==> src/rtl/alu_operand_stage_if.sv <==
// Decode-to-execute operand bus: upstream request, forwarding source, flush
// and the registered downstream operand handshake.
interface alu_operand_stage_if #(
    parameter int unsigned XLEN  = 64,
    parameter int unsigned ERR_W = 8
);
    logic             in_valid;
    logic             in_ready;
    logic [9:0]       code;
    logic [XLEN-1:0]  pc;
    logic [4:0]       rs1_addr;
    logic [4:0]       rs2_addr;
    logic [XLEN-1:0]  rs1_data;
    logic [XLEN-1:0]  rs2_data;
    logic [XLEN-1:0]  imm;
    logic             fwd_we;
    logic [4:0]       fwd_rd;
    logic [XLEN-1:0]  fwd_data;
    logic             flush;
    logic             out_valid;
    logic             out_ready;
    logic [XLEN-1:0]  op_a;
    logic [XLEN-1:0]  op_b;
    logic             illegal;
    logic [ERR_W-1:0] err_count;

    modport master (
        output in_valid, code, pc, rs1_addr, rs2_addr, rs1_data, rs2_data, imm,
               fwd_we, fwd_rd, fwd_data, flush, out_ready,
        input  in_ready, out_valid, op_a, op_b, illegal, err_count
    );

    modport slave (
        input  in_valid, code, pc, rs1_addr, rs2_addr, rs1_data, rs2_data, imm,
               fwd_we, fwd_rd, fwd_data, flush, out_ready,
        output in_ready, out_valid, op_a, op_b, illegal, err_count
    );
endinterface

==> src/rtl/alu_operand_stage.sv <==
// Operand-select stage: decodes the one-hot class code into ALU operands with
// single-port forwarding, captured into a valid/ready register with flush.
module alu_operand_stage #(
    parameter int unsigned XLEN  = 64,
    parameter int unsigned ERR_W = 8
) (
    input  logic              clk,
    input  logic              reset,
    alu_operand_stage_if.slave bus
);
    logic             onehot;
    logic             accept;
    logic [XLEN-1:0]  rs1_val;
    logic [XLEN-1:0]  rs2_val;
    logic [XLEN-1:0]  a_next;
    logic [XLEN-1:0]  b_next;

    logic             valid_q;
    logic [XLEN-1:0]  op_a_q;
    logic [XLEN-1:0]  op_b_q;
    logic             illegal_q;
    logic [ERR_W-1:0] err_q;

    assign onehot = (bus.code != '0) && ((bus.code & (bus.code - 10'd1)) == '0);

    // Register x0 never takes the bypass path.
    assign rs1_val = (bus.fwd_we && bus.fwd_rd == bus.rs1_addr && bus.rs1_addr != 5'd0)
                     ? bus.fwd_data : bus.rs1_data;
    assign rs2_val = (bus.fwd_we && bus.fwd_rd == bus.rs2_addr && bus.rs2_addr != 5'd0)
                     ? bus.fwd_data : bus.rs2_data;

    always_comb begin
        a_next = '0;
        b_next = '0;
        if (onehot) begin
            if (bus.code[0] || bus.code[3]) begin
                a_next = bus.pc;
            end else if (bus.code[2]) begin
                a_next = '0;
            end else begin
                a_next = rs1_val;
            end
            b_next = (bus.code[4] || bus.code[5]) ? rs2_val : bus.imm;
        end
    end

    assign bus.in_ready = !valid_q || bus.out_ready;
    assign accept       = bus.in_valid && bus.in_ready && !bus.flush;

    always_ff @(posedge clk or posedge reset) begin
        if (reset) begin
            valid_q   <= 1'b0;
            op_a_q    <= '0;
            op_b_q    <= '0;
            illegal_q <= 1'b0;
            err_q     <= '0;
        end else if (bus.flush) begin
            valid_q <= 1'b0;
        end else if (accept) begin
            valid_q   <= 1'b1;
            op_a_q    <= a_next;
            op_b_q    <= b_next;
            illegal_q <= !onehot;
            if (!onehot && err_q != '1) begin
                err_q <= err_q + ERR_W'(1);
            end
        end else if (bus.out_ready) begin
            valid_q <= 1'b0;
        end
    end

    assign bus.out_valid = valid_q;
    assign bus.op_a      = op_a_q;
    assign bus.op_b      = op_b_q;
    assign bus.illegal   = illegal_q;
    assign bus.err_count = err_q;
endmodule

==> src/flat_wrapper.sv <==
// flat-port wrapper written by rule: the top's interface ports become plain ports
module alu_operand_stage_flat 
#(
    parameter int unsigned XLEN  = 64,
    parameter int unsigned ERR_W = 8
)
  (clk, reset, bus_in_valid, bus_code, bus_pc, bus_rs1_addr, bus_rs2_addr, bus_rs1_data, bus_rs2_data, bus_imm, bus_fwd_we, bus_fwd_rd, bus_fwd_data, bus_flush, bus_out_ready, bus_in_ready, bus_out_valid, bus_op_a, bus_op_b, bus_illegal, bus_err_count);
  alu_operand_stage_if #(.XLEN(XLEN), .ERR_W(ERR_W)) bus_i ();
  input  logic clk;
  input  logic reset;
  input wire logic [$bits(bus_i.in_valid)-1:0] bus_in_valid;
  input wire logic [$bits(bus_i.code)-1:0] bus_code;
  input wire logic [$bits(bus_i.pc)-1:0] bus_pc;
  input wire logic [$bits(bus_i.rs1_addr)-1:0] bus_rs1_addr;
  input wire logic [$bits(bus_i.rs2_addr)-1:0] bus_rs2_addr;
  input wire logic [$bits(bus_i.rs1_data)-1:0] bus_rs1_data;
  input wire logic [$bits(bus_i.rs2_data)-1:0] bus_rs2_data;
  input wire logic [$bits(bus_i.imm)-1:0] bus_imm;
  input wire logic [$bits(bus_i.fwd_we)-1:0] bus_fwd_we;
  input wire logic [$bits(bus_i.fwd_rd)-1:0] bus_fwd_rd;
  input wire logic [$bits(bus_i.fwd_data)-1:0] bus_fwd_data;
  input wire logic [$bits(bus_i.flush)-1:0] bus_flush;
  input wire logic [$bits(bus_i.out_ready)-1:0] bus_out_ready;
  output wire logic [$bits(bus_i.in_ready)-1:0] bus_in_ready;
  output wire logic [$bits(bus_i.out_valid)-1:0] bus_out_valid;
  output wire logic [$bits(bus_i.op_a)-1:0] bus_op_a;
  output wire logic [$bits(bus_i.op_b)-1:0] bus_op_b;
  output wire logic [$bits(bus_i.illegal)-1:0] bus_illegal;
  output wire logic [$bits(bus_i.err_count)-1:0] bus_err_count;
  assign bus_i.in_valid = bus_in_valid;
  assign bus_i.code = bus_code;
  assign bus_i.pc = bus_pc;
  assign bus_i.rs1_addr = bus_rs1_addr;
  assign bus_i.rs2_addr = bus_rs2_addr;
  assign bus_i.rs1_data = bus_rs1_data;
  assign bus_i.rs2_data = bus_rs2_data;
  assign bus_i.imm = bus_imm;
  assign bus_i.fwd_we = bus_fwd_we;
  assign bus_i.fwd_rd = bus_fwd_rd;
  assign bus_i.fwd_data = bus_fwd_data;
  assign bus_i.flush = bus_flush;
  assign bus_i.out_ready = bus_out_ready;
  assign bus_in_ready = bus_i.in_ready;
  assign bus_out_valid = bus_i.out_valid;
  assign bus_op_a = bus_i.op_a;
  assign bus_op_b = bus_i.op_b;
  assign bus_illegal = bus_i.illegal;
  assign bus_err_count = bus_i.err_count;
  alu_operand_stage #(.XLEN(XLEN), .ERR_W(ERR_W)) u_core (.clk(clk), .reset(reset), .bus(bus_i));
endmodule
==> config.mk <==
export PLATFORM = sky130hd
export DESIGN_NAME = alu_operand_stage_flat
export DESIGN_NICKNAME = d
export VERILOG_FILES = /design/src/rtl/alu_operand_stage_if.sv /design/src/rtl/alu_operand_stage.sv /design/src/flat_wrapper.sv
export SDC_FILE = /design/constraint.sdc
export NUM_CORES = 1
export LEC_CHECK = 0
export BUFFER_PORTS_ARGS = -buffer_cell sky130_fd_sc_hd__buf_2
export CAP_MARGIN = 20
export CORE_AREA = 4 4 187 189
export DETAILED_ROUTE_END_ITERATION = 7
export DIE_AREA = 0 0 191 193
export PLACE_DENSITY = 0.54
export SETUP_SLACK_MARGIN = 0.05
export SYNTH_ARGS = -nofsm -noshare
export SYNTH_HDL_FRONTEND = slang
export SYNTH_SLANG_ARGS = --single-unit
==> constraint.sdc <==
create_clock -name clk -period 4.92 [get_ports clk]
set_clock_uncertainty 0.1 [all_clocks]
set_input_delay 0.246 -clock clk [delete_from_list [all_inputs] [get_ports clk]]
set_output_delay 0.246 -clock clk [all_outputs]
set_load 0.05 [all_outputs]
; ---- After elaboration in Yosys (flattened, before gate mapping)
; Index checks and enable logic that the tools add are counted.
[totals]
ff_bits = 138
latch_bits = 0
ram_bits = 0
mem_bits_ro = 0
in_bits = 351
elab_cells = 43
memories = 0
[op_classes]
n_addsub = 2
mul = 0
n_div = 0
magnitude_cmp = 0
eq_ne = 3
n_shift = 0
mux = 10
bitwise = 2
reduce_logical = 21
[ops]
columns = op, count
row1 = $mux W64, 7
row2 = $and A10 B10 Y10, 1
row3 = $eq A5 B5 Y1, 2
row4 = $logic_not A10 Y1, 1
row5 = $reduce_bool A10 Y1, 1
row6 = $reduce_bool A5 Y1, 2
row7 = $sub A10 B1 Y10 const B, 1
row8 = $add A8 B1 Y8 const B, 1
row9 = $logic_and A1 B1 Y1, 8
row10 = $ne A8 B8 Y1 const B, 1
row11 = $logic_not A1 Y1, 3
row12 = $logic_or A1 B1 Y1, 3
row13 = $mux W1, 3
row14 = $reduce_and A3 Y1, 1
row15 = $reduce_bool A3 Y1, 1
row16 = $reduce_and A2 Y1, 1
row17 = $not A1 Y1, 1

; ---- Depth between registers and ports, before layout
; Gate-level depths: netlist of run 1.
[logic_depth]
word_depth = 7
ltp_mapped = 9
mapped_depth_nobuf = 7

; ---- Worst setup path after synthesis of run 1
; Ideal clock, no wire load.
[synth_timing]
path_type = register to register
start = register u_core.valid_q, in the netlist u_core.bus.out_valid
end = register u_core.op_a_q[0], in the netlist u_core.bus.op_a[0]
t_arrival_ns = 2.289
setup_slack_ns = 2.457
path_stages_with_launch = 7
cell_sequence = dfrtp_1 nand2b_1 nand3b_1 a2111oi_4 buf_6 a22oi_2 o21ai_2
[synth_via]
elab_chain_cells = 5
[synth_lines]
columns = element, line_no
row1 = "start, declared", alu_operand_stage.sv:18  ; logic valid_q;
row2 = "start signal, assigned", alu_operand_stage.sv:52  ; valid_q <= 1'b0;
row3 = "start signal, assigned", alu_operand_stage.sv:58  ; valid_q <= 1'b0;
row4 = "start signal, assigned", alu_operand_stage.sv:60  ; valid_q <= 1'b1;
row5 = $logic_not A1 Y1, alu_operand_stage.sv:47  ; assign bus.in_ready = !valid_q || bus.out_ready;
row6 = $logic_or A1 B1 Y1, alu_operand_stage.sv:47
row7 = named net bus_in_ready, flat_wrapper.sv:24  ; output wire logic [$bits(bus_i.in_ready)-1:0] bus_in_ready;
row8 = $logic_and A1 B1 Y1 (2 in a row), alu_operand_stage.sv:48  ; assign accept = bus.in_valid && bus.in_ready && !bus.flush;
row9 = $reduce_and A2 Y1 (no source line), n/a
row10 = "end signal, assigned", alu_operand_stage.sv:61  ; op_a_q <= a_next;
row11 = "end, declared", alu_operand_stage.sv:19  ; logic [XLEN-1:0] op_a_q;
; The timed path passes the listed nets, and every way through them passes these cells.
; A chain may end at the register's enable or synchronous reset.

; ---- Final worst setup path of run 1
[layout_timing]
start = input bus_rs1_addr[1]
end = register u_core.op_a_q[31], in the netlist u_core.bus.op_a[31]
[layout_via]
elab_chain_cells = 7
[layout_lines]
columns = element, line_no
row1 = "start, declared", flat_wrapper.sv:14  ; input wire logic [$bits(bus_i.rs1_addr)-1:0] bus_rs1_addr;
row2 = $eq A5 B5 Y1, alu_operand_stage.sv:27  ; assign rs1_val = (bus.fwd_we && bus.fwd_rd == bus.rs1_addr && bus.rs1_addr != 5'd0)
row3 = $logic_and A1 B1 Y1, alu_operand_stage.sv:27
row4 = $logic_and A1 B1 Y1 (*), alu_operand_stage.sv:27
row5 = $mux W64 (*), alu_operand_stage.sv:28  ; ? bus.fwd_data : bus.rs1_data;
row6 = $mux W64 (*), alu_operand_stage.sv:38  ; end else if (bus.code[2]) begin
row7 = $mux W64 (*), alu_operand_stage.sv:36  ; if (bus.code[0] || bus.code[3]) begin
row8 = $mux W64 (*), alu_operand_stage.sv:35  ; if (onehot) begin
; Every way passes the cells marked *; elsewhere a longest branch is shown, timed or not.

==> results.json, run 1 <==
{
  "synth.most_common_cell": "dfrtp_1",
  "ys_async_sr_fraction_pct": 100,
  "syn-instance-count": 717,
  "rr_endpoint": "u_core.bus.op_a[33]$_DFFE_PP0P_",
  "path_clk_slew_ps": 60,
  "status": "complete, no violations",
  "pwr-share-clk_pct": 40.4,
  "wl_met3_microns": 1990,
  "highest_layer": "met5",
  "ys_ff_latch": 138,
  "synth_area_leaders": "dfrtp_1 43%, mux2i_1 16%, a22oi_2 9.4%",
  "finalMaxSlewViolations": 0,
  "vias": 8120,
  "synth_compound_area_share_pct": 29.1,
  "hold_path.class": "in -> reg",
  "postCtsSetupBuffers": 0,
  "dr.pass1.iters": 4,
  "syn_avg_cell_area_sq_um": 11.2,
  "worst_r2r_path_depth": 8,
  "synth_fp_nets": 1069,
  "syn-cell-area_sq_um": 8010,
  "fin_tns_setup_ps": 0,
  "synth_edf_count": 0,
  "ir_drop_uv": 224,
  "whs_ps": 21.2,
  "cp.arrival_ps": 3190,
  "power.density_cell_area_nw_per_um2": 241,
  "core_area_sq_um": 33300,
  "start_util_pct": 24.1,
  "drt_first_iter_violations": 309,
  "grt_remaining_overflow": 0,
  "drive_above_1_share_pct": 50.6,
  "gr-usage-all-layers_pct": 17.0,
  "rsz0062_at_grt": "false",
  "fin_crit_sh_pct": 60.6,
  "h-tree-depth": 4,
  "p_switching_uw": 882,
  "finalHoldViolations": 0,
  "worstSetupPathType": "in -> reg",
  "met1Wirelength_microns": 13600,
  "vias_per_cell": 4.64,
  "place_area_sq_um": 10800,
  "routed-wl-met2_microns": 16600,
  "root_buffer": "clkbuf_16",
  "fillers": 3382,
  "drc": 0,
  "hold_start": "bus_rs1_data[54]",
  "antenna_found_initial": 1,
  "clockBufferDepth": 2,
  "grt_max_degree": 134,
  "cts_tree": "built",
  "die-area_sq_um": 36900,
  "fin_crit_ps": 2980,
  "p_comb_share_pct": 19.8,
  "final_nets": 1640,
  "grt_pass1_wl_microns": 48700,
  "yosysSeqAreaShare_pct": 43.1,
  "cp.required_ps": 5130,
  "finalSetupViolCount": 0,
  "num_rows": 67,
  "power.leakage_nw": 6.12,
  "max_freq_ghz": 0.335,
  "insertion_delay_ps": 420,
  "yosys-top-cells-count": "138 x dfrtp_1, 128 x mux2i_1, 71 x a21oi_1, 67 x nor2_1, 64 x a22o_1",
  "min_to": "u_core.bus.op_a[54]$_DFFE_PP0P_",
  "io_buffer_count": 489,
  "ys_types": 41,
  "cp-start-kind": "input pin",
  "routedWlPerCell_microns": 18.9,
  "synth_fa_ha_area_share_pct": 0.281,
  "min_path_cells": 3,
  "fin_area_sq_um": 12500,
  "synth-xor-area-share_pct": 1.53,
  "p_int_mw": 2.14,
  "drv_cap": 0,
  "crit_path_end_kind": "flop",
  "yosys_warnings": 0,
  "wl_microns": 33000,
  "worstMarginPinSlew_ps": 993,
  "hpwl_microns": 24200,
  "synth_top_family_by_area": "compound AO/OA/AOI/OAI gates",
  "io_pins": 490,
  "muxShareOfSynthArea_pct": 16.1,
  "synth_top_cell_area_share_pct": 43.1,
  "ys.flop_type": "dfrtp_1",
  "die_x_microns": 191,
  "r2r_setup_slack_ps": 2000,
  "die_h_microns": 193,
  "slew_headroom_pct": 33.8,
  "yosysTopAreaCell": "dfrtp_1",
  "numCtsBuffers": 17,
  "postRouteAntennaNets": 0,
  "crit_fanout": 48,
  "area_growth_pct": 56.3,
  "place.gp.congestion": 0.867,
  "yosys.area_share.simple_pct": 5.86,
  "clock-sinks": 138,
  "p_sw_share_pct": 29.2,
  "grt_pass1_vias": 8558,
  "r2r_start": "u_core.bus.out_valid$_DFFE_PP0P_",
  "p_seq_share_pct": 39.7
}
logic make-up after synthesis:
family	after synthesis
XOR/XNOR	14
multiplexers	129
flip-flops	138
AO/OA/AOI/OAI	271
adder cells (fa/ha/maj)	2
buffers and inverters	64
AND/OR/NAND/NOR	99
worst max-delay path, stage by stage:
cell and delay [ps]:
buf_2 110, nor4_1 50, nor3_1 130, a21oi_1 60
nor4_1 290, and3_4 890, buf_4 460, mux2i_1 290
o21ai_2 60, dlygate4sd3_1 570
power groups by stage:
stage | logic, mW | registers, mW | clock network, mW
after floorplan | 0.194 | 1.32 | 0
after global placement | 0.553 | 1.22 | 0
after detailed placement | 0.555 | 1.22 | 0
after CTS | 0.603 | 1.20 | 1.26
after global routing | 0.646 | 1.20 | 1.32
final | 0.599 | 1.20 | 1.22
registers in the layout (all words and copies together), names as in the netlist:
name,flops
u_core.bus.illegal,1
u_core.bus.op_b,64
u_core.bus.op_a,64
u_core.bus.err_count,8
u_core.bus.out_valid,1
through the flow:
stage	setup slack [ps]	power [mW]	util [%]	instances
5_1_grt	1750	3.17	37.6	1748
3_5_place_dp	2040	1.77	32.5	1604
3_3_place_gp	2080	1.77	32.5	1604
2_1_floorplan	878	1.51	-	717
4_1_cts	1980	3.06	37.6	1748
6_report	1940	3.02	37.6	1749
routing by layer:
layer	global-route usage [%]	vias to the layer above
met3	3.98	44
li1	-	3857
met2	29.0	301
met5	0	-
met1	21.2	3916
met4	5.77	2
how the worst max path moves through the flow:
| stage | startpoint | endpoint | cells after the start |
|---|---|---|---|
| finish | bus_rs1_addr[1] | u_core.bus.op_a[31]$_DFFE_PP0P_ | 10 |
| global route | bus_rs1_addr[1] | u_core.bus.op_a[23]$_DFFE_PP0P_ | 10 |
| CTS | bus_fwd_rd[4] | u_core.bus.op_a[23]$_DFFE_PP0P_ | 9 |
| detailed placement | bus_fwd_rd[4] | u_core.bus.op_a[23]$_DFFE_PP0P_ | 8 |
| global placement | bus_fwd_rd[4] | u_core.bus.op_a[45]$_DFFE_PP0P_ | 8 |
| floorplan | reset | u_core.bus.err_count[0]$_DFFE_PP0P_ | 1 |
cell type report:
cell class | count | area (sq um) | area share [%]
flip-flops and latches | 138 | 3450 | 27.6
repair buffers | 613 | 3670 | 29.4
clock inverters | 7 | 67.6 | 0.540
well taps | 448 | 561 | 4.48
inverters | 3 | 16.3 | 0.130
diodes | 1 | 2.50 | 0.0200
multi-input cells | 515 | 4260 | 34.0
clock buffers | 24 | 482 | 3.85
what timing repair did:
| item | in CTS | in global routing |
|---|---|---|
| endpoints found under the setup margin | 0 | 0 |
| hold buffers | 113 | 0 |
| resized for setup | 0 | 0 |
| endpoints found under the hold margin | 161 | 0 |
cells in the final DEF, fill, tap and decap left out, drive strengths merged:
cell,count
buf,500
dfrtp,138
mux2i,128
dlygate4sd3,113
a21oi,72
nor2,67
a22o,64
a22oi,64
o21ai,64
clkbuf,24
xor2,11
nor4,9
nand3,5
nor3,4
xnor2,3
nor3b,3
clkinv,3
clkinvlp,3
inv,3
nand3b,2
nand2,2
or2,2
diode,1
and3,1
or4,1
o31ai,1
o21a,1
maj3,1
o22ai,1
nand2b,1
a211oi,1
a2111oi,1
nand4,1
o21bai,1
mux2,1
o22a,1
nor4b,1
ha,1
bufinv,1
Power figures use the tool's default switching activity.
==> run 2, diff against run 1 <==
--- a/config.mk
+++ b/config.mk
@@ -5,12 +5,13 @@
 export SDC_FILE = /design/constraint.sdc
 export NUM_CORES = 1
 export LEC_CHECK = 0
+export ABC_AREA = 1
 export BUFFER_PORTS_ARGS = -buffer_cell sky130_fd_sc_hd__buf_2
 export CAP_MARGIN = 20
-export CORE_AREA = 4 4 187 189
+export CORE_AREA = 4 4 189 191
 export DETAILED_ROUTE_END_ITERATION = 7
-export DIE_AREA = 0 0 191 193
-export PLACE_DENSITY = 0.54
+export DIE_AREA = 0 0 193 195
+export PLACE_DENSITY = 0.59
 export SETUP_SLACK_MARGIN = 0.05
 export SYNTH_ARGS = -nofsm -noshare
 export SYNTH_HDL_FRONTEND = slang
==> constraint.sdc (replaced) <==
create_clock -name clk -period 2.45 [get_ports clk]
set_clock_uncertainty 0.1 [all_clocks]
set_input_delay 0.1225 -clock clk [delete_from_list [all_inputs] [get_ports clk]]
set_output_delay 0.1225 -clock clk [all_outputs]
set_load 0.05 [all_outputs]
==> run 2 against run 1 <==
Net effect: worst hold slack got worse by 8.2 ps; largest cell class is now non-clock buffers; utilization rose by 8.1 points; global-route usage rose by 7.2 points; routed wire length rose by 45%; sequential share of layout area fell by 5.4 points; worst setup slack got worse by 1700 ps.
==> results.json, run 2 <==
{
  "max_freq_ghz": 0.453,
  "hpwl_microns": 31600,
  "regArea_sq_um": 3450,
  "ys_async_sr_fraction_pct": 100,
  "hold_path.class": "in -> reg",
  "fillers": 3465,
  "cp.required_ps": 2660,
  "rsz0062_at_grt": "false",
  "crit_path_end_kind": "flop",
  "drt_first_iter_violations": 1023,
  "ir_drop_uv": 446,
  "final_nets": 2545,
  "crit_start": "u_core.bus.out_valid$_DFFE_PP0P_",
  "die_x_microns": 193,
  "io_pins": 490,
  "pwr-share-clk_pct": 40.6,
  "synth_area_leaders": "dfrtp_1 37%, nand2_1 25%, nand3_1 14%",
  "rr_endpoint": "u_core.bus.op_b[39]$_DFFE_PP0P_",
  "clock-sinks": 138,
  "vias": 13000,
  "place_inst": 2359,
  "die-area_sq_um": 37600,
  "start_util_pct": 27.5,
  "multi_input_area_sq_um": 5160,
  "place_area_sq_um": 12200,
  "final_common_cell": "nand2_1",
  "core_area_sq_um": 34100,
  "slew_headroom_pct": 44.7,
  "fin_util_pct": 45.7,
  "ys.flop_type": "dfrtp_1",
  "gr-usage-all-layers_pct": 24.2,
  "syn_avg_cell_area_sq_um": 6.28,
  "syn-instance-count": 1493,
  "insertion_delay_ps": 420,
  "die_h_microns": 195,
  "r2r_setup_slack_ps": 240,
  "synth_top_cell_area_share_pct": 36.8,
  "crit_fanout": 32,
  "fin_cells": 2668,
  "fin_crit_sh_pct": 90.0,
  "drv_cap": 0,
  "ys_types": 30,
  "critPathTopFamily": "buffers and inverters",
  "path_clk_slew_ps": 60,
  "path_buf_inv": 5,
  "fin_area_sq_um": 15600,
  "p_comb_share_pct": 24.6,
  "grt_pass1_wl_microns": 72000,
  "finalHoldViolations": 0,
  "worstSetupPathType": "reg -> reg",
  "power.density_cell_area_nw_per_um2": 437,
  "ys_ff_latch": 138,
  "yosys_warnings": 0,
  "worst_r2r_path_depth": 11,
  "root_buffer": "clkbuf_16",
  "area_growth_pct": 66.2,
  "grt_pass1_vias": 13300,
  "vias_per_cell": 4.86,
  "wl_microns": 47800,
  "p_sw_share_pct": 30.6,
  "synth_edf_count": 0,
  "max_stage_delay_ps": 560,
  "fin_crit_ps": 2210,
  "yosysTopAreaCell": "dfrtp_1",
  "finalMaxSlewViolations": 0,
  "syn-cell-area_sq_um": 9380,
  "final_cell_mix": "630 x nand2_1, 489 x buf_2, 269 x nand3_1, 269 x dlygate4sd3_1, 148 x nor2_1",
  "grt_remaining_overflow": 0,
  "h-tree-depth": 4,
  "numCtsBuffers": 17,
  "cp.arrival_ps": 2420,
  "p_int_mw": 4.72,
  "yosysSeqAreaShare_pct": 36.8,
  "cp-start-kind": "flop",
  "power.leakage_nw": 8.92,
  "io_buffer_count": 489,
  "clockBufferDepth": 2,
  "r2r_start": "u_core.bus.out_valid$_DFFE_PP0P_",
  "fin_tns_setup_ps": 0,
  "routedWlPerCell_microns": 17.9,
  "yosys-top-cells-count": "637 x nand2_1, 269 x nand3_1, 151 x nor2_1, 138 x dfrtp_1, 94 x inv_1",
  "synth.most_common_cell": "nand2_1",
  "dr.pass1.iters": 5,
  "drive_above_1_share_pct": 25.8,
  "num_rows": 68,
  "worstSetupPathDepth": 11,
  "cts_tree": "built",
  "p_seq_share_pct": 34.7,
  "postCtsSetupBuffers": 0,
  "crit_chain": "inv_1, nor2_1, inv_2, nand2_8, inv_2, nand3_4, buf_12, nor2_1, nand2_1, dlygate4sd3_1, nand2_1",
  "finalSetupViolCount": 0,
  "drc": 0,
  "synth_fp_nets": 1845,
  "worstMarginPinSlew_ps": 829,
  "status": "complete, no violations",
  "grt_max_degree": 129,
  "endpoint": "u_core.bus.op_b[39]$_DFFE_PP0P_",
  "cp_slowest_cell": "dlygate4sd3_1",
  "p_switching_mw": 2.08,
  "antenna_found_initial": 15,
  "postRouteAntennaNets": 0,
  "place.gp.congestion": 0.898
}
[run 2: cell types whose count changed in the layout (fill, tap and decap cells not counted), sizes merged, moves of 58 or more]
cell	before	now
o21ai	64	6
nor2	67	156
mux2i	128	0
a22o	64	0
nand3	5	271
dlygate4sd3	113	269
inv	3	95
a21oi	72	3
nand2	2	640
a22oi	64	0
o21bai	1	64
[run 2: power by group through the flow]
stage / clock [mW] / combinational, mW / sequential, mW
6_report: 2.76 / 1.68 / 2.36
3_5_place_dp: 0 / 1.30 / 2.41
5_1_grt: 2.93 / 1.82 / 2.37
4_1_cts: 2.83 / 1.65 / 2.36
3_3_place_gp: 0 / 1.29 / 2.41
2_1_floorplan: 0 / 0.575 / 2.53
[run 2: kinds of logic (layout without fill, tap and decap cells)]
logic type,after synthesis,in the layout,synth area share [%]
AO/OA/AOI/OAI,75,75,5.94
XOR/XNOR,10,10,0.934
adder cells (fa/ha/maj),1,1,0.133
buffers and inverters,195,906,9.00
flip-flops,138,138,36.8
other,0,9,0
AND/OR/NAND/NOR,1074,1074,47.2
[run 2: per-layer routing]
layer	vias to the layer above	share of wire, %	global-route usage [%]
li1	6088	-	-
met3	150	9.6	6.20
met2	738	46	39.5
met5	-	0.13	0
met1	5967	40	30.0
met4	12	4.4	11.1
[run 2: timing repair]
item / in CTS / in global routing
gates resized for setup: 0 / 5
endpoints found under the hold margin: 267 / 0
endpoints found under the setup margin: 0 / 23
hold buffers: 269 / 0
[run 2: area by class of cell]
| class | count | share of cell area [%] |
|---|---|---|
| repair buffers | 779 | 34.7 |
| multi-input cells | 1160 | 33.1 |
| flip-flops and latches | 138 | 22.2 |
| well taps | 455 | 3.65 |
| clock buffers | 20 | 2.93 |
| inverters | 97 | 2.36 |
| clock inverters | 10 | 0.931 |
| diodes | 9 | 0.144 |
[run 2: worst min-delay path by stage]
| stage | slack [ps] | depth (start not counted) | to | from |
|---|---|---|---|---|
| detailed placement | 180 | 3 | u_core.bus.op_b[52]$_DFFE_PP0P_ | reset |
| CTS | 2 | 6 | u_core.bus.op_a[60]$_DFFE_PP0P_ | bus_rs1_data[60] |
| floorplan | 90 | 1 | u_core.bus.out_valid$_DFFE_PP0P_ | bus_flush |
| global placement | 180 | 3 | u_core.bus.op_a[54]$_DFFE_PP0P_ | reset |
| finish | 10 | 6 | u_core.bus.op_a[60]$_DFFE_PP0P_ | bus_rs1_data[60] |
| global route | 30 | 6 | u_core.bus.op_a[38]$_DFFE_PP0P_ | bus_rs1_data[38] |
[run 2: worst min-delay path: cells and delay by family]
kind / cells / cell delay [ps]
AO/OA/AOI/OAI: 1 / 90
buffers and inverters: 1 / 90
AND/OR/NAND/NOR: 4 / 200
[run 2: per-stage QoR]
stage / setup WS, ps / power, mW / hold slack, ps
global placement: 419 / 3.70 / 183
CTS: 104 / 6.84 / 1.76
finish: 244 / 6.81 / 13.1
detailed placement: 416 / 3.70 / 175
global route: 84.9 / 7.12 / 27.9
floorplan: 265 / 3.11 / 85.6
==> run 3, diff against run 2 <==
==> constraint.sdc (replaced) <==
create_clock -name clk -period 1.8 [get_ports clk]
set_clock_uncertainty 0.1 [all_clocks]
set_input_delay 0.09 -clock clk [delete_from_list [all_inputs] [get_ports clk]]
set_output_delay 0.09 -clock clk [all_outputs]
set_load 0.05 [all_outputs]
==> run 3 against run 2 <==
Net effect: the flow now finishes with violations (hold timing); via count increased by 3.4%; power increased by 44%; final cell count increased by 1.7%; cell area increased by 7.0%; worst hold slack got worse by 71 ps; critical path depth increased by 3; critical endpoint is now u_core.bus.op_a[15]$_DFFE_PP0P_; largest cell class unchanged.
==> results.json, run 3 (same netlist as run 2, synthesis figures left out) <==
{
  "die_h_microns": 195,
  "crit_fanout": 17,
  "whs_ps": -58.1,
  "final_common_cell": "nand2_1",
  "place.gp.congestion": 0.896,
  "finalMaxSlewViolations": 0,
  "clock-sinks": 138,
  "min_path_cells": 5,
  "crit_path_end_kind": "flop",
  "p_sw_share_pct": 29.9,
  "rr_endpoint": "u_core.bus.op_b[7]$_DFFE_PP0P_",
  "numCtsBuffers": 17,
  "min_to": "u_core.bus.op_b[33]$_DFFE_PP0P_",
  "grt_remaining_overflow": 0,
  "num_rows": 68,
  "ir_drop_uv": 617,
  "dp_slack_ps": 34.7,
  "start_util_pct": 27.5,
  "cts_tree": "built",
  "p_comb_share_pct": 27.4,
  "h-tree-depth": 4,
  "finalSetupViolCount": 0,
  "path_clk_slew_ps": 70,
  "die-area_sq_um": 37600,
  "pwr-share-clk_pct": 40.0,
  "io_buffer_count": 489,
  "drive_above_1_share_pct": 28.5,
  "vias": 13400,
  "finalHoldViolations": 9,
  "hold_path.class": "in -> reg",
  "clockBufferDepth": 2,
  "final_nets": 2592,
  "cp-start-kind": "input pin",
  "wl_microns": 52200,
  "p_seq_share_pct": 32.6,
  "status": "complete, but fails checks",
  "p_int_mw": 6.86,
  "drc": 0,
  "fin_crit_ps": 1710,
  "rsz0062_at_grt": "true",
  "drt_first_iter_violations": 1071,
  "cp.arrival_ps": 1930,
  "worstSetupPathType": "in -> reg",
  "final_cell_mix": "628 x nand2_1, 487 x buf_2, 252 x nand3_1",
  "core_area_sq_um": 34100,
  "regArea_sq_um": 3450,
  "worstMarginPinSlew_ps": 620,
  "r2r_start": "u_core.bus.out_valid$_DFFE_PP0P_",
  "multi_input_area_sq_um": 5290,
  "grt_pass1_vias": 13300,
  "power.density_cell_area_nw_per_um2": 587,
  "fillers": 3279,
  "io_pins": 490,
  "cp.required_ps": 2020,
  "postRouteAntennaNets": 0,
  "gr-usage-all-layers_pct": 24.0,
  "insertion_delay_ps": 420,
  "area_growth_pct": 77.8,
  "power.leakage_nw": 9.68,
  "dr.pass1.iters": 8,
  "die_x_microns": 193,
  "vias_per_cell": 4.94,
  "r2r_setup_slack_ps": 180,
  "antenna_found_initial": 8,
  "violations": "hold timing",
  "p_switching_mw": 2.92,
  "hold_start": "bus_fwd_data[33]",
  "fin_crit_sh_pct": 95.0,
  "routedWlPerCell_microns": 19.3,
  "max_freq_ghz": 0.585,
  "grt_pass1_wl_microns": 71400,
  "worst_r2r_path_depth": 11,
  "fin_ws_ps": 89.8,
  "root_buffer": "clkbuf_16",
  "hpwl_microns": 31800,
  "drv_cap": 0,
  "grt_max_degree": 129,
  "slew_headroom_pct": 58.7
}
## run 3: cell count changes in the layout (fill, tap and decap cells not counted), moves of 3 or more
cell            previous run  this run
buf_6                      0        11
dlygate4sd3_1            269       243
dlymetal6s4s_1             0        28
buf_12                     8        22
clkbuf_16                 18        31
inv_1                     91        88
diode_2                    9         6
nand3_1                  269       252
buf_4                     12        18
nand3_2                    1        18
## run 3: worst max-delay path by stage
| stage | to | start | cells after the start | slack [ps] |
|---|---|---|---|---|
| detailed placement | u_core.bus.op_b[19]$_DFFE_PP0P_ | bus_fwd_rd[2] | 11 | 30 |
| CTS | u_core.bus.op_b[32]$_DFFE_PP0P_ | bus_fwd_rd[2] | 12 | 70 |
| finish | u_core.bus.op_a[15]$_DFFE_PP0P_ | bus_fwd_rd[1] | 14 | 90 |
| floorplan | u_core.bus.err_count[2]$_DFFE_PP0P_ | u_core.bus.err_count[0]$_DFFE_PP0P_ | 7 | -230 |
| global route | u_core.bus.op_a[17]$_DFFE_PP0P_ | bus_fwd_rd[2] | 14 | 30 |
| global placement | u_core.bus.op_b[19]$_DFFE_PP0P_ | bus_fwd_rd[2] | 11 | 50 |
## run 3: cell type report
type | instances | area share [%]
clock buffers | 22 | 2.84
well taps | 455 | 3.41
clock inverters | 10 | 0.983
diodes | 6 | 0.0900
multi-input cells | 1160 | 31.7
flip-flops and latches | 138 | 20.7
repair buffers | 826 | 38.0
inverters | 97 | 2.24
## run 3: critical path, stage by stage
cell and delay [ps]:
buf_2 140, inv_2 70, nand2_1 50, nand2_1 60
nand2_1 80, nor2_4 180, buf_12 150, clkbuf_16 190
nand3_1 110, nand3_1 90, nand2_1 40, dlygate4sd3_1 560
nand2_1 60, nand2_1 50
## run 3: per-layer routing
layer  up-vias  wire length [microns]  GRT usage [%]
met5         -                     26              0
met4         4                   3110           12.6
met3       230                   5440           5.58
met2       884                  23800           38.7
met1      6100                  19900           29.7
li1       6182                      -              -
## run 3: stage by stage
stage          total power, mW  util, %  area, sq um  cells  TNS, ps
4_1_cts                   9.68     47.0        16000   2695        0
2_1_floorplan             4.23        -         9380   1493   -40550
5_1_grt                   10.2     48.9        16700   2714        0
3_3_place_gp              5.14     36.6        12500   2372        0
6_report                  9.79     48.9        16700   2714        0
3_5_place_dp              5.15     36.6        12500   2372        0
## run 3: what timing repair did
item                                    in CTS  in global routing
hold buffers                               291                  6
endpoints found under the setup margin       0                117
gates resized for setup                      0                 80
endpoints found under the hold margin      267                  6
setup buffers                                0                 15
## run 3: power by group through the flow
| stage | Sequential, mW | Clock [mW] | Combinational [mW] |
|---|---|---|---|
| 3_3_place_gp | 3.25 | 0 | 1.89 |
| 2_1_floorplan | 3.45 | 0 | 0.783 |
| 4_1_cts | 3.19 | 4.02 | 2.47 |
| 6_report | 3.19 | 3.92 | 2.68 |
| 5_1_grt | 3.20 | 4.15 | 2.86 |
| 3_5_place_dp | 3.25 | 0 | 1.90 |
